$ cat config.mk
export PLATFORM = sky130hd
export DESIGN_NAME = fsm_arb
export DESIGN_NICKNAME = d
export VERILOG_FILES = /design/src/rtl/fsm_pkg.sv /design/src/rtl/fsm_rr_pick.sv /design/src/rtl/fsm_arb.sv
export SDC_FILE = /design/constraint.sdc
export NUM_CORES = 1
export LEC_CHECK = 0
export CORE_MARGIN = 8
export CORE_UTILIZATION = 47
export DETAILED_ROUTE_END_ITERATION = 8
export PLACE_DENSITY_LB_ADDON = 0.25
export SLEW_MARGIN = 20
export SYNTH_ARGS = -nofsm -noshare
export SYNTH_HDL_FRONTEND = slang
export SYNTH_HIERARCHICAL = 1
export SYNTH_SLANG_ARGS = --single-unit
$ cat constraint.sdc
create_clock -name clk -period 9.01 [get_ports clk]
set_input_delay 1.802 -clock clk [delete_from_list [all_inputs] [get_ports clk]]
set_output_delay 1.802 -clock clk [all_outputs]
set_load 0.1 [all_outputs]
$ cat src/rtl/fsm_pkg.sv
// Shared definitions for the fsm_arb round-robin scheduler.
//   state_t    : transaction phase encoding (IDLE -> WORK -> DONE)
//   NIB_W      : width of the extracted result nibble
//   calc_id_w  : requester-ID width for a given requester count (minimum 1 bit)
package fsm_pkg;

    typedef enum logic [1:0] {
        IDLE = 2'd0,
        WORK = 2'd1,
        DONE = 2'd2
    } state_t;

    localparam int NIB_W = 4;

    function automatic int calc_id_w(input int n);
        if (n <= 1) begin
            return 1;
        end
        return $clog2(n);
    endfunction

endpackage

$ cat src/rtl/fsm_rr_pick.sv
// Combinational round-robin pick.
// Scans req_valid starting at rr_ptr, wrapping modulo NUM_REQ; the first set
// bit wins.
//   req_valid  in   NUM_REQ  pending requests
//   rr_ptr     in   ID_W     highest-priority requester this cycle
//   grant_any  out  1        a winner exists
//   grant_idx  out  ID_W     index of the winner (0 when none)
//   grant_oh   out  NUM_REQ  one-hot winner (all zero when none)
module fsm_rr_pick #(
    parameter int NUM_REQ = 4,
    parameter int ID_W    = 2
) (
    input  logic [NUM_REQ-1:0] req_valid,
    input  logic [ID_W-1:0]    rr_ptr,
    output logic               grant_any,
    output logic [ID_W-1:0]    grant_idx,
    output logic [NUM_REQ-1:0] grant_oh
);

    int idx;

    always_comb begin
        grant_any = 1'b0;
        grant_idx = '0;
        grant_oh  = '0;
        idx       = 0;
        for (int i = 0; i < NUM_REQ; i++) begin
            // rr_ptr is always < NUM_REQ, so a single subtraction wraps it.
            idx = int'(rr_ptr) + i;
            if (idx >= NUM_REQ) begin
                idx = idx - NUM_REQ;
            end
            if (!grant_any && req_valid[idx]) begin
                grant_any     = 1'b1;
                grant_idx     = ID_W'(idx);
                grant_oh[idx] = 1'b1;
            end
        end
    end

endmodule

$ cat src/rtl/fsm_arb.sv
// Round-robin scheduler sharing one nibble-extract engine among NUM_REQ
// requesters. Each transaction runs IDLE (grant + capture), WORK (present the
// upper nibble on a valid/ready port), DONE (advance pointer and counter).
//
// Handshakes: req_valid/req_ready per requester - a request is accepted on a
// rising edge where both are high; out_valid/out_ready - the result is
// consumed on a rising edge where both are high, and out_nib/out_id hold
// steady while out_valid is high and out_ready is low.
//
//   clk         in   1               rising-edge clock
//   rst_n       in   1               asynchronous active-low reset
//   req_valid   in   NUM_REQ         per-requester request valid
//   req_data    in   NUM_REQ*DATA_W  payload i at [i*DATA_W +: DATA_W]
//   req_ready   out  NUM_REQ         one-hot accept strobe (combinational)
//   out_valid   out  1               result valid
//   out_ready   in   1               result accepted
//   out_nib     out  4               upper nibble of the captured payload
//   out_id      out  ID_W            granted requester index
//   busy        out  1               state is not IDLE
//   done_count  out  16              completed transactions (wraps)
module fsm_arb
    import fsm_pkg::*;
#(
    parameter int NUM_REQ = 4,
    parameter int DATA_W  = 8,
    parameter int ID_W    = calc_id_w(NUM_REQ)
) (
    input  logic                        clk,
    input  logic                        rst_n,
    input  logic [NUM_REQ-1:0]          req_valid,
    input  logic [NUM_REQ*DATA_W-1:0]   req_data,
    output logic [NUM_REQ-1:0]          req_ready,
    output logic                        out_valid,
    input  logic                        out_ready,
    output logic [NIB_W-1:0]            out_nib,
    output logic [ID_W-1:0]             out_id,
    output logic                        busy,
    output logic [15:0]                 done_count
);

    state_t              state;
    logic [DATA_W-1:0]   cap_data;
    logic [ID_W-1:0]     cap_id;
    logic [ID_W-1:0]     rr_ptr;
    logic [15:0]         done_cnt;
    logic                rst_q;

    logic                grant_any;
    logic [ID_W-1:0]     grant_idx;
    logic [NUM_REQ-1:0]  grant_oh;

    // Reset assertion is immediate; release is taken through one flop so the
    // FSM starts moving cleanly on the edge after rst_q sets.
    always_ff @(posedge clk or negedge rst_n) begin
        if (!rst_n) begin
            rst_q <= 1'b0;
        end else begin
            rst_q <= 1'b1;
        end
    end

    fsm_rr_pick #(
        .NUM_REQ (NUM_REQ),
        .ID_W    (ID_W)
    ) u_pick (
        .req_valid (req_valid),
        .rr_ptr    (rr_ptr),
        .grant_any (grant_any),
        .grant_idx (grant_idx),
        .grant_oh  (grant_oh)
    );

    // Grants are only offered while idle and out of reset.
    assign req_ready = (rst_q && state == IDLE) ? grant_oh : '0;

    always_ff @(posedge clk or negedge rst_n) begin
        if (!rst_n) begin
            state    <= IDLE;
            cap_data <= '0;
            cap_id   <= '0;
            rr_ptr   <= '0;
            done_cnt <= '0;
        end else if (rst_q) begin
            case (state)
                IDLE: begin
                    if (grant_any) begin
                        cap_data <= req_data[int'(grant_idx)*DATA_W +: DATA_W];
                        cap_id   <= grant_idx;
                        state    <= WORK;
                    end
                end
                WORK: begin
                    if (out_ready) begin
                        state <= DONE;
                    end
                end
                DONE: begin
                    // Next search starts just after the requester served.
                    if (cap_id == ID_W'(NUM_REQ - 1)) begin
                        rr_ptr <= '0;
                    end else begin
                        rr_ptr <= cap_id + ID_W'(1);
                    end
                    done_cnt <= done_cnt + 16'd1;
                    state    <= IDLE;
                end
                default: begin
                    state <= IDLE;
                end
            endcase
        end
    end

    assign out_valid  = (state == WORK);
    assign busy       = (state != IDLE);
    assign out_nib    = cap_data[DATA_W-1 -: NIB_W];
    assign out_id     = cap_id;
    assign done_count = done_cnt;

endmodule

# Yosys cells after proc, flatten, opt, wreduce, memory -nomap -nowiden
# Index checks and enable logic that the tools add are counted.
[op_classes]
addsub = 9
order_cmp = 12
eq_ne = 5
shift = 1
mux = 41
bitwise_logic = 3
reduce_logical = 16
[op_table]
columns = ["op", "n"]
rows = [
  ["32-bit by 1-bit greater-or-equal comparator with 1-bit output, second input constant", 4],
  ["32-bit by 4-bit < comparator with 1-bit output, second input constant", 4],
  ["32-bit 2-to-1 mux", 4],
  ["32-bit by 4-bit greater-or-equal comparator with 1-bit output, second input constant", 3],
  ["32-bit by 4-bit subtractor with 32-bit output, second input constant", 3],
  ["32-bit by 6-bit indexed part select with 8-bit output", 1],
  ["4-bit 2-to-1 mux", 5],
  ["16-bit by 1-bit adder with 16-bit output, second input constant", 1],
  ["1-bit 2-to-1 mux", 16],
  ["2-bit 2-to-1 mux", 7],
  ["4-bit bitwise OR", 3],
  ["1-bit binary-select mux with 2-bit select", 4],
  ["1-bit demux with 2-bit select", 4],
  ["1-bit logical AND", 8],
  ["2-bit by 2-bit adder with 3-bit output, second input constant", 2],
  ["3-bit AND reduction", 2],
  ["2-bit == test, second input constant", 2],
  ["2-bit one-hot mux with 2 select lines", 1],
  ["2-bit by 3-bit subtractor with 4-bit output, second input constant", 1],
  ["2-bit by 1-bit adder with 3-bit output, second input constant", 1],
  ["2-bit by 3-bit greater-or-equal comparator with 1-bit output, second input constant", 1],
  ["1-bit logical NOT", 3],
  ["2-bit by 1-bit adder with 2-bit output, second input constant", 1],
  ["2-bit by 1-bit == test with 1-bit output, second input constant", 1],
  ["5 further kinds", 5],
]
[word_totals]
ff_bits = 31
input_bits = 39
out_inout_bits = 28
wordCells = 93

# Longest topological paths before layout
# Gate-level depths: netlist of run 1.
[logic_depth]
depth_word = 17
ltp_mapped = 10
ltp_nobuf = 8

# Hierarchy
# The synthesis of run 1 kept the hierarchy.
[modules_own_cells]
columns = ["mod", "n_inst", "cells_each", "area_per_inst_um2", "seq_area_each_um2"]
rows = [
  ["fsm_arb", 1, 103, 1281.2, 675.6],
  ["fsm_rr_pick", 1, 48, 456.7, 0.0],
]

# Worst setup path before layout of run 1
# OpenSTA, ideal clock, no wires.
[synth_path]
path_type = "input to output"
startpoint = "input req_valid[2]"
endpoint = "output req_ready[0]"
t_arrival_ns = 3.657
required_ns = 7.208
setup_slack_ns = 3.551
path_stages = 6
n_path_buf = 1
path_cell_list = "mux4_2 > buf_6 > nor4b_4 > a22oi_1 > o21ai_0 > and2_1"
[synth_via]
elab_chain_len = 14
word_cells_on_any_way = 29
classes_between = "mux: 20; bitwise: 3; reduce/logical: 6"
[synth_rtl]
columns = ["element", "line", "text"]
rows = [
  ["start: declaration", "fsm_arb.sv:30", "input logic [NUM_REQ-1:0] req_valid,"],
  ["1-bit binary-select mux with 2-bit select", "fsm_rr_pick.sv:33", "if (!grant_any && req_valid[idx]) begin"],
  ["1-bit 2-to-1 mux (implied by the code) (2 in a row)", "fsm_rr_pick.sv:33", ""],
  ["1-bit 2-to-1 mux", "fsm_rr_pick.sv:33", ""],
  ["1-bit logical NOT", "fsm_rr_pick.sv:33", ""],
  ["1-bit logical AND", "fsm_rr_pick.sv:33", ""],
  ["1-bit 2-to-1 mux", "fsm_rr_pick.sv:33", ""],
  ["1-bit logical NOT", "fsm_rr_pick.sv:33", ""],
  ["1-bit logical AND", "fsm_rr_pick.sv:33", ""],
  ["1-bit 2-to-1 mux", "fsm_rr_pick.sv:33", ""],
  ["1-bit logical NOT", "fsm_rr_pick.sv:33", ""],
  ["1-bit logical AND", "fsm_rr_pick.sv:33", ""],
  ["4-bit 2-to-1 mux *", "fsm_rr_pick.sv:33", ""],
  ["via grant_oh[0]", "fsm_arb.sv:50", "logic [NUM_REQ-1:0] grant_oh;"],
  ["4-bit 2-to-1 mux *", "fsm_arb.sv:74", "assign req_ready = (rst_q && state == IDLE) ? grant_oh : '0;"],
  ["end: declaration", "fsm_arb.sv:32", "output logic [NUM_REQ-1:0] req_ready,"],
]
# Mark *: on every way through the listed nets, which the timed path passes. The rest lies on a longest branch. The select of a mux whose other input is x is not followed.

# Final worst setup path of run 1
[layout_path]
startpoint = "input req_valid[3]"
endpoint = "output req_ready[1]"
# Same word-level chain as after synthesis.

==> flow_metrics.tcl, run 1 <==
set metrics [dict create \
    outcome "finished, final reports clean" \
    fin_skew_ns 0.00716 \
    grt_setup_unrepaired "false" \
    clockBufferDepth 2 \
    slew_viol_final 0 \
    total_power_uw 842 \
    via_per_inst 5.57 \
    wl_um 4130 \
    die-area_um2 5900 \
    period_needed_ns 6.71 \
    die_h_um 76.8 \
    ant_nets 0 \
    dpl_worst_slack_ns 2.34 \
    layout_common_cells "clkdlybuf4s50_1 (50), dfrtp_1 (27), nand2_1 (15), xnor2_1 (12), ha_1 (10)" \
    drive_above_1_share_pct 10.4 \
    setup-tns-final_ns 0 \
    cp_slowest_cell "clkdlybuf4s50_1" \
    fillers 298 \
    cts_tree "built" \
    worst_setup_path_end_kind "output port" \
    grt_max_degree 28 \
    critPathRequiredTime_ns 7.21 \
    drt_first_pass_iters 4 \
    cp.arrival_ns 4.91 \
    cts.clk_slew.worst_paths_ns 0.10 \
    pwr-share-comb_pct 68.6 \
    drt-wirelength-per-cell_um 16.5 \
    seqPwrFrac_pct 23.3 \
    total_leakage_power_nw 0.992 \
    numCtsBuffers 3 \
    h-tree-depth 1 \
    synthFlopType "dfrtp_1" \
    cp_slowest_stage_delay_ns 1.12 \
    syn_nets 200 \
    cts_hold_buf 0 \
    final_cells 250 \
    core_um2 3610 \
    synth_edf_count 0 \
    track_usage_pct 14.2 \
    rows 22 \
    synthesis.instances 151 \
    seq_area_frac_synth_pct 38.9 \
    portBuffers 50 \
    hold_ws_ns 0.488 \
    route.detailed.drc 0 \
    overflow 0 \
    final_common_cell "clkdlybuf4s50_1" \
    clockPowerShare_pct 8.1 \
    worst_slack_ns 2.30 \
    max_freq_mhz 149 \
    hp-class "reg -> reg" \
    synth_cell_type_count 40 \
    p_switching_uw 466 \
    worst_pin_slew_ns 0.990 \
    grt_antenna_before_repair 0 \
    post_cts_buffers 0 \
    setup_viol 0 \
    mappedNetlistArea_um2 1740 \
    startpoint_type "primary input" \
    finalCritPeriodShare_pct 74.5 \
    swShare_pct 55.3 \
    num_vias 1393 \
    syn_area_per_cell_um2 11.5 \
    dp_hpwl_um 3180 \
    crit_type "in -> out" \
    power.density_nw_per_um2 363 \
    async_flop_share_pct 100 \
    num_io_pins 67 \
    grt_pass1_wl_um 7070 \
    die_x_um 76.8 \
    grt_pass1_vias 1445 \
    place.gp.congestion 0.874 \
    ctsRootBufferMaster "clkbuf_8" \
    clock-sinks 27 \
    path_cells "clkdlybuf4s50_1, mux4_2, nor4b_4, a22oi_1, o21ai_0, and2_1, clkdlybuf4s50_1" \
    vdd_ir_drop_max_mv 0.216 \
    insertion_delay_ns 0.27 \
    start_util_pct 48.2 \
    max-cap-violations 0 \
    finalHoldViolations 0 \
    crit_top_cell "clkdlybuf4s50_1" \
    yosysWarnings 6 \
    ys_ff_latch 27 \
    cts_resized 0 \
    slew_headroom_pct 33.8 \
    layout.nets 252 \
    drt_iter0_drc 92 \
    placed_cells 246 \
    cp_max_fo 13 \
    syn_to_final_growth_pct 33.7 \
    p_int_uw 377 \
    diodes 0 \
]
## metrics by stage
step	instance area, µm²	util (%)
CTS	2320	64.3
global placement	2270	63.0
floorplan	1740	-
detailed placement	2270	63.0
finish	2320	64.4
global route	2320	64.4
## registers in the layout, indices dropped and copies added, names as in the netlist
signal      flops
cap_data        4
state           2
rr_ptr          2
out_id          2
rst_q           1
done_count     16
## routing by layer
layer	global-route usage [%]	share of wire, %
met1	16.5	42
met3	3.50	4.4
met5	0	0
met2	25.7	53
met4	2.69	0.58
## Yosys cell counts, types with 5 or more instances
master | number | area share [%]
nand3_1 | 5 | 1.4
o21ai_0 | 7 | 2.0
inv_1 | 7 | 1.5
a22oi_1 | 8 | 3.5
xnor2_1 | 12 | 6.0
nor2_1 | 5 | 1.1
ha_1 | 10 | 7.2
mux2_1 | 6 | 3.9
dfrtp_1 | 27 | 39
mux4_2 | 6 | 7.8
and2_1 | 5 | 1.8
nand2_1 | 15 | 3.2
## power by group through the flow
stage               combinational [mW]  sequential, mW  clock [mW]
floorplan                        0.319           0.337           0
global placement                 0.564           0.193           0
detailed placement               0.575           0.197           0
CTS                              0.577           0.195      0.0700
global route                     0.610           0.202      0.0764
finish                           0.578           0.196      0.0682
## worst max-delay path, delay by kind of cell
| family | cells | cell delay, ns |
|---|---|---|
| and+or+nand+nor | 2 | 0.58 |
| muxes | 1 | 0.66 |
| AOI/OAI and AO/OA | 2 | 0.23 |
| buffers and inverters | 2 | 1.62 |
## logic make-up (layout without fill, tap and decap cells)
group / Yosys count / after routing / share of synthesized area [%]
flops: 27 / 27 / 38.9
other cells: 1 / 1 / 0.216
buf+inv: 11 / 62 / 3.46
xor+xnor: 15 / 15 / 7.56
simple gates: 48 / 48 / 17.6
compound gates: 22 / 22 / 8.57
mux: 17 / 17 / 16.6
fa+ha+maj: 10 / 10 / 7.20
## final timing paths
path,slack [ns],startpoint,to,cells after the start
max reg2reg,5.52,rr_ptr[0],cap_data[5],8
min in group asynchronous,1.89,rst_n,cap_data[4],2
min reg2reg,0.49,done_count[15],done_count[15],1
min,0.49,done_count[15],done_count[15],1
max,2.30,req_valid[3],req_ready[1],7
max in group asynchronous,6.86,rst_n,state[0],2
## final cells by class
type	instances	area, µm²	area share [%]
clock inverters	1	5.00	0.215
multi-input cells	113	1010	43.3
clock buffers	3	41.3	1.78
flip-flops and latches	27	676	29.1
inverters	7	26.3	1.13
well taps	48	60.1	2.58
repair buffers	51	508	21.9
Power figures use the tool's default switching activity.
==> inputs of run 2 (changes only) <==
--- a/config.mk
+++ b/config.mk
@@ -6,7 +6,7 @@
 export NUM_CORES = 1
 export LEC_CHECK = 0
 export CORE_MARGIN = 8
-export CORE_UTILIZATION = 47
+export CORE_UTILIZATION = 44
 export DETAILED_ROUTE_END_ITERATION = 8
 export PLACE_DENSITY_LB_ADDON = 0.25
 export SLEW_MARGIN = 20
==> constraint.sdc (replaced) <==
create_clock -name clk -period 6.65 [get_ports clk]
set_input_delay 1.33 -clock clk [delete_from_list [all_inputs] [get_ports clk]]
set_output_delay 1.33 -clock clk [all_outputs]
set_load 0.1 [all_outputs]
==> run 2 against run 1 <==
  * Setup slack got worse by 0.57 ns
  * Worst hold slack got worse by 0.014 ns
  * Combinational power is 38% higher
  * Critical path type unchanged
  * Largest power group unchanged
==> flow_metrics.tcl, run 2 (same netlist as run 1, synthesis figures left out) <==
set metrics [dict create \
    crit_type "in -> out" \
    crit_family "buffers and inverters" \
    cp_max_fo 13 \
    cts_tree "built" \
    num_io_pins 67 \
    finalHoldViolations 0 \
    grt_pass1_wl_um 7020 \
    layout.nets 252 \
    setup_viol 0 \
    route.detailed.drc 0 \
    grt_setup_unrepaired "false" \
    drt_iter0_drc 57 \
    finalCritPeriodShare_pct 73.9 \
    path_cells "clkdlybuf4s50_1, mux4_2, nor4b_4, a22oi_1, o21ai_0, and2_1, buf_4" \
    insertion_delay_ns 0.27 \
    cp_slowest_stage_delay_ns 0.66 \
    drt-wirelength-per-cell_um 17.0 \
    clockBufferDepth 2 \
    largest_reg_flops 16 \
    worst_setup_path_end_kind "output port" \
    final_cells 252 \
    final_common_cell "clkdlybuf4s50_1" \
    cts_hold_buf 0 \
    overflow 0 \
    grt_pass1_vias 1471 \
    grt_antenna_before_repair 0 \
    wl_um 4290 \
    ant_nets 0 \
    setup-tns-final_ns 0 \
    dp_hpwl_um 3370 \
    total_power_mw 1.15 \
    track_usage_pct 13.7 \
    dr.max_layer_used "met4" \
    vdd_ir_drop_max_mv 0.211 \
    power.density_nw_per_um2 497 \
    drive_above_1_share_pct 11.9 \
    hp-class "reg -> reg" \
    diodes 0 \
    slew_viol_final 0 \
    startpoint_type "primary input" \
    cp.arrival_ns 3.59 \
    syn_to_final_growth_pct 33.2 \
    total_leakage_power_nw 0.997 \
    rows 23 \
    critPathRequiredTime_ns 5.32 \
    cp_slowest_cell "mux4_2" \
    clock-sinks 27 \
    wl_met2_um 2380 \
    via_per_inst 5.33 \
    cts.clk_slew.worst_paths_ns 0.09 \
    die_h_um 78.8 \
    core_um2 3910 \
    die_x_um 78.8 \
    worstPathBufferInverterCount 2 \
    die-area_um2 6220 \
    placed_cells 248 \
    slew_headroom_pct 32.9 \
    ctsRootBufferMaster "clkbuf_8" \
    h-tree-depth 1 \
    fin_skew_ns 0.00374 \
    period_needed_ns 4.92 \
    cts_resized 0 \
    numCtsBuffers 3 \
    layout_common_cells "clkdlybuf4s50_1 (46), dfrtp_1 (27), nand2_1 (15), xnor2_1 (12), ha_1 (10)" \
    hold_ws_ns 0.474 \
    fillers 348 \
    num_vias 1342 \
    dpl_worst_slack_ns 1.76 \
    drt-met1-wl_um 1700 \
    place.gp.congestion 0.830 \
    max_freq_mhz 203 \
    drt_first_pass_iters 4 \
    met3_length_um 153 \
    portBuffers 50 \
    worst_pin_slew_ns 1.00 \
    post_cts_buffers 0 \
    grt_max_degree 28 \
    max-cap-violations 0 \
    start_util_pct 44.4 \
    outcome "finished, final reports clean" \
    worst_slack_ns 1.73 \
]
run 2: layout make-up:
class	count	area [µm²]	area share, %
clock buffer	4	45.0	1.95
inverter	7	26.3	1.14
multi-input combinational	113	1010	43.5
sequential	27	676	29.2
tap	50	62.6	2.70
timing repair buffer	51	498	21.5
run 2: layer usage:
| metal | vias up | GRT usage [%] |
|---|---|---|
| met2 | 27 | 25.3 |
| met1 | 667 | 15.6 |
| met3 | 4 | 2.14 |
| met5 | - | 0 |
| li1 | 644 | - |
| met4 | 0 | 4.81 |
run 2: path summary, 6_finish.rpt:
check	startpoint	endpoint	slack, ns	depth (start not counted)
max in group asynchronous	rst_n	rr_ptr[1]	4.97	2
worst min-delay path	done_count[15]	done_count[15]	0.47	1
worst max-delay path	req_valid[3]	req_ready[1]	1.73	7
min in group asynchronous	rst_n	done_count[1]	1.43	2
worst max register to register	rr_ptr[0]	cap_data[5]	3.08	8
worst min register to register	done_count[15]	done_count[15]	0.47	1
run 2: report_power, final:
| group | internal [mW] | switching (mW) | leakage, nW |
|---|---|---|---|
| logic | 0.263 | 0.532 | 0.622 |
| clock network | 0.0428 | 0.0482 | 0.0228 |
| registers | 0.205 | 0.0610 | 0.352 |
| total | 0.511 | 0.641 | 0.997 |
run 2: metrics by stage:
stage	util, %	area [µm²]
2_1_floorplan	-	1740
3_3_place_gp	57.9	2260
3_5_place_dp	57.9	2260
4_1_cts	59.0	2310
5_1_grt	59.1	2310
6_report	59.1	2310
==> inputs of run 3 (changes only) <==
==> constraint.sdc (replaced) <==
create_clock -name clk -period 4.87 [get_ports clk]
set_input_delay 0.974 -clock clk [delete_from_list [all_inputs] [get_ports clk]]
set_output_delay 0.974 -clock clk [all_outputs]
set_load 0.1 [all_outputs]
==> run 3 against run 2 <==
  * Non-clock buffer count unchanged
  * Highest routed layer unchanged
  * Die area unchanged
  * First-iteration DRC count up 110%
  * Clock-buffer cell count down 1
  * Critical endpoint is now req_ready[3]
  * Cell count unchanged
  * Clock power up 34%
  * Global-route usage down 0.55 points
  * Core utilization up 1.3 points
  * Sequential cell count unchanged
  * Register-to-register slack worse by 1.7 ns
==> flow_metrics.tcl, run 3 (same netlist as run 1, synthesis figures left out) <==
set metrics [dict create \
    outcome "finished, final reports clean" \
    final_cells 252 \
    power.density_nw_per_um2 673 \
    place.gp.congestion 0.853 \
    start_util_pct 44.4 \
    dp_hpwl_um 3260 \
    cts_resized 0 \
    setup_viol 0 \
    seqPwrFrac_pct 22.5 \
    finalInstanceArea_um2 2370 \
    crit_type "in -> out" \
    hold_ws_ns 0.477 \
    cts_hold_buf 0 \
    layout_common_cells "clkdlybuf4s50_1 (46), dfrtp_1 (27), nand2_1 (15), xnor2_1 (12), ha_1 (10)" \
    grt_antenna_before_repair 0 \
    cts.clk_slew.worst_paths_ns 0.09 \
    largest_reg_flops 16 \
    p_int_uw 718 \
    syn_to_final_growth_pct 36.1 \
    die_x_um 78.8 \
    setup-tns-final_ns 0 \
    worst_pin_slew_ns 0.993 \
    dpl_worst_slack_ns 0.610 \
    worstSetupEndpoint "req_ready[3]" \
    drt_first_pass_iters 4 \
    clock-sinks 27 \
    rr_worst_depth 8 \
    track_usage_pct 13.1 \
    num_vias 1377 \
    grt_pass1_wl_um 6860 \
    vdd_ir_drop_max_mv 0.290 \
    drive_above_1_share_pct 12.4 \
    period_needed_ns 4.16 \
    ctsRootBufferMaster "clkbuf_8" \
    clockBufferDepth 2 \
    slew_headroom_pct 33.6 \
    portBuffers 50 \
    num_io_pins 67 \
    dpl_cell_area_um2 2310 \
    route.detailed.drc 0 \
    overflow 0 \
    cts_tree "built" \
    insertion_delay_ns 0.26 \
    rows 23 \
    diodes 0 \
    p_switching_uw 874 \
    slew_viol_final 0 \
    startpoint "req_valid[3]" \
    die_h_um 78.8 \
    startpoint_type "primary input" \
    wl_um 4090 \
    clockPowerShare_pct 7.7 \
    ant_nets 0 \
    finalHoldViolations 0 \
    final_common_cell "clkdlybuf4s50_1" \
    r2r_slack_ns 1.38 \
    final_util_pct 60.5 \
    placed_cells 248 \
    drt_iter0_drc 118 \
    fin_skew_ns 0.00360 \
    via_per_inst 5.46 \
    grt_setup_unrepaired "false" \
    total_power_mw 1.59 \
    core_um2 3910 \
    layout.nets 252 \
    cp_max_fo 13 \
    grt_max_degree 28 \
    h-tree-depth 1 \
    max_freq_mhz 240 \
    numCtsBuffers 3 \
    total_leakage_power_nw 1.01 \
    reg2reg_from "rr_ptr[0]" \
    cp.arrival_ns 3.19 \
    max-cap-violations 0 \
    drt-wirelength-per-cell_um 16.2 \
    post_cts_buffers 0 \
    swShare_pct 54.9 \
    reg2reg_to "cap_data[6]" \
    worst_setup_path_end_kind "output port" \
    pwr-share-comb_pct 69.9 \
    hp-class "reg -> reg" \
    finalCritPeriodShare_pct 85.4 \
    worst_slack_ns 0.711 \
    die-area_um2 6220 \
    critPathRequiredTime_ns 3.90 \
    grt_pass1_vias 1436 \
]
## run 3: cell count changes in the layout (fill, tap and decap cells not counted), sizes merged
cell / delta
clkbuf: -1
clkinv: +1
## run 3: per-layer routing
metal	GRT usage, %	part of all wire (%)	vias to the layer above
met5	0	0	-
met4	2.96	0.32	0
met3	2.37	4.4	2
met2	24.4	56	50
met1	15.3	39	678
li1	-	-	647
## run 3: power groups by stage
| stage | Clock [mW] | Combinational (mW) | Sequential, mW |
|---|---|---|---|
| 2_1_floorplan | 0 | 0.590 | 0.624 |
| 3_3_place_gp | 0 | 1.07 | 0.356 |
| 3_5_place_dp | 0 | 1.10 | 0.364 |
| 4_1_cts | 0.127 | 1.10 | 0.358 |
| 5_1_grt | 0.134 | 1.17 | 0.371 |
| 6_report | 0.122 | 1.11 | 0.358 |
## run 3: critical path, stage by stage
cell and delay (ns):
clkdlybuf4s50_1 0.49, mux4_2 0.66, nor4b_4 0.45, a22oi_1 0.12
o21ai_0 0.10, and2_1 0.19, buf_12 0.18
## run 3: area by class of cell
cell class / count / area, µm²
clock buffers: 3 / 41.3
multi-input cells: 113 / 1010
repair buffers: 51 / 548
clock inverters: 1 / 5.00
flip-flops and latches: 27 / 676
fillers: 349 / 1550
well taps: 50 / 62.6
inverters: 7 / 26.3
## run 3: worst min path at each step
stage                     slack (ns)        endpoint  cells past startpoint      startpoint
after floorplan                 0.50        state[0]                      1        state[0]
after global placement          0.47  done_count[15]                      1  done_count[15]
after detailed placement        0.47  done_count[15]                      1  done_count[15]
after CTS                       0.49  done_count[15]                      1  done_count[15]
after global routing            0.51  done_count[15]                      1  done_count[15]
final                           0.48  done_count[15]                      1  done_count[15]
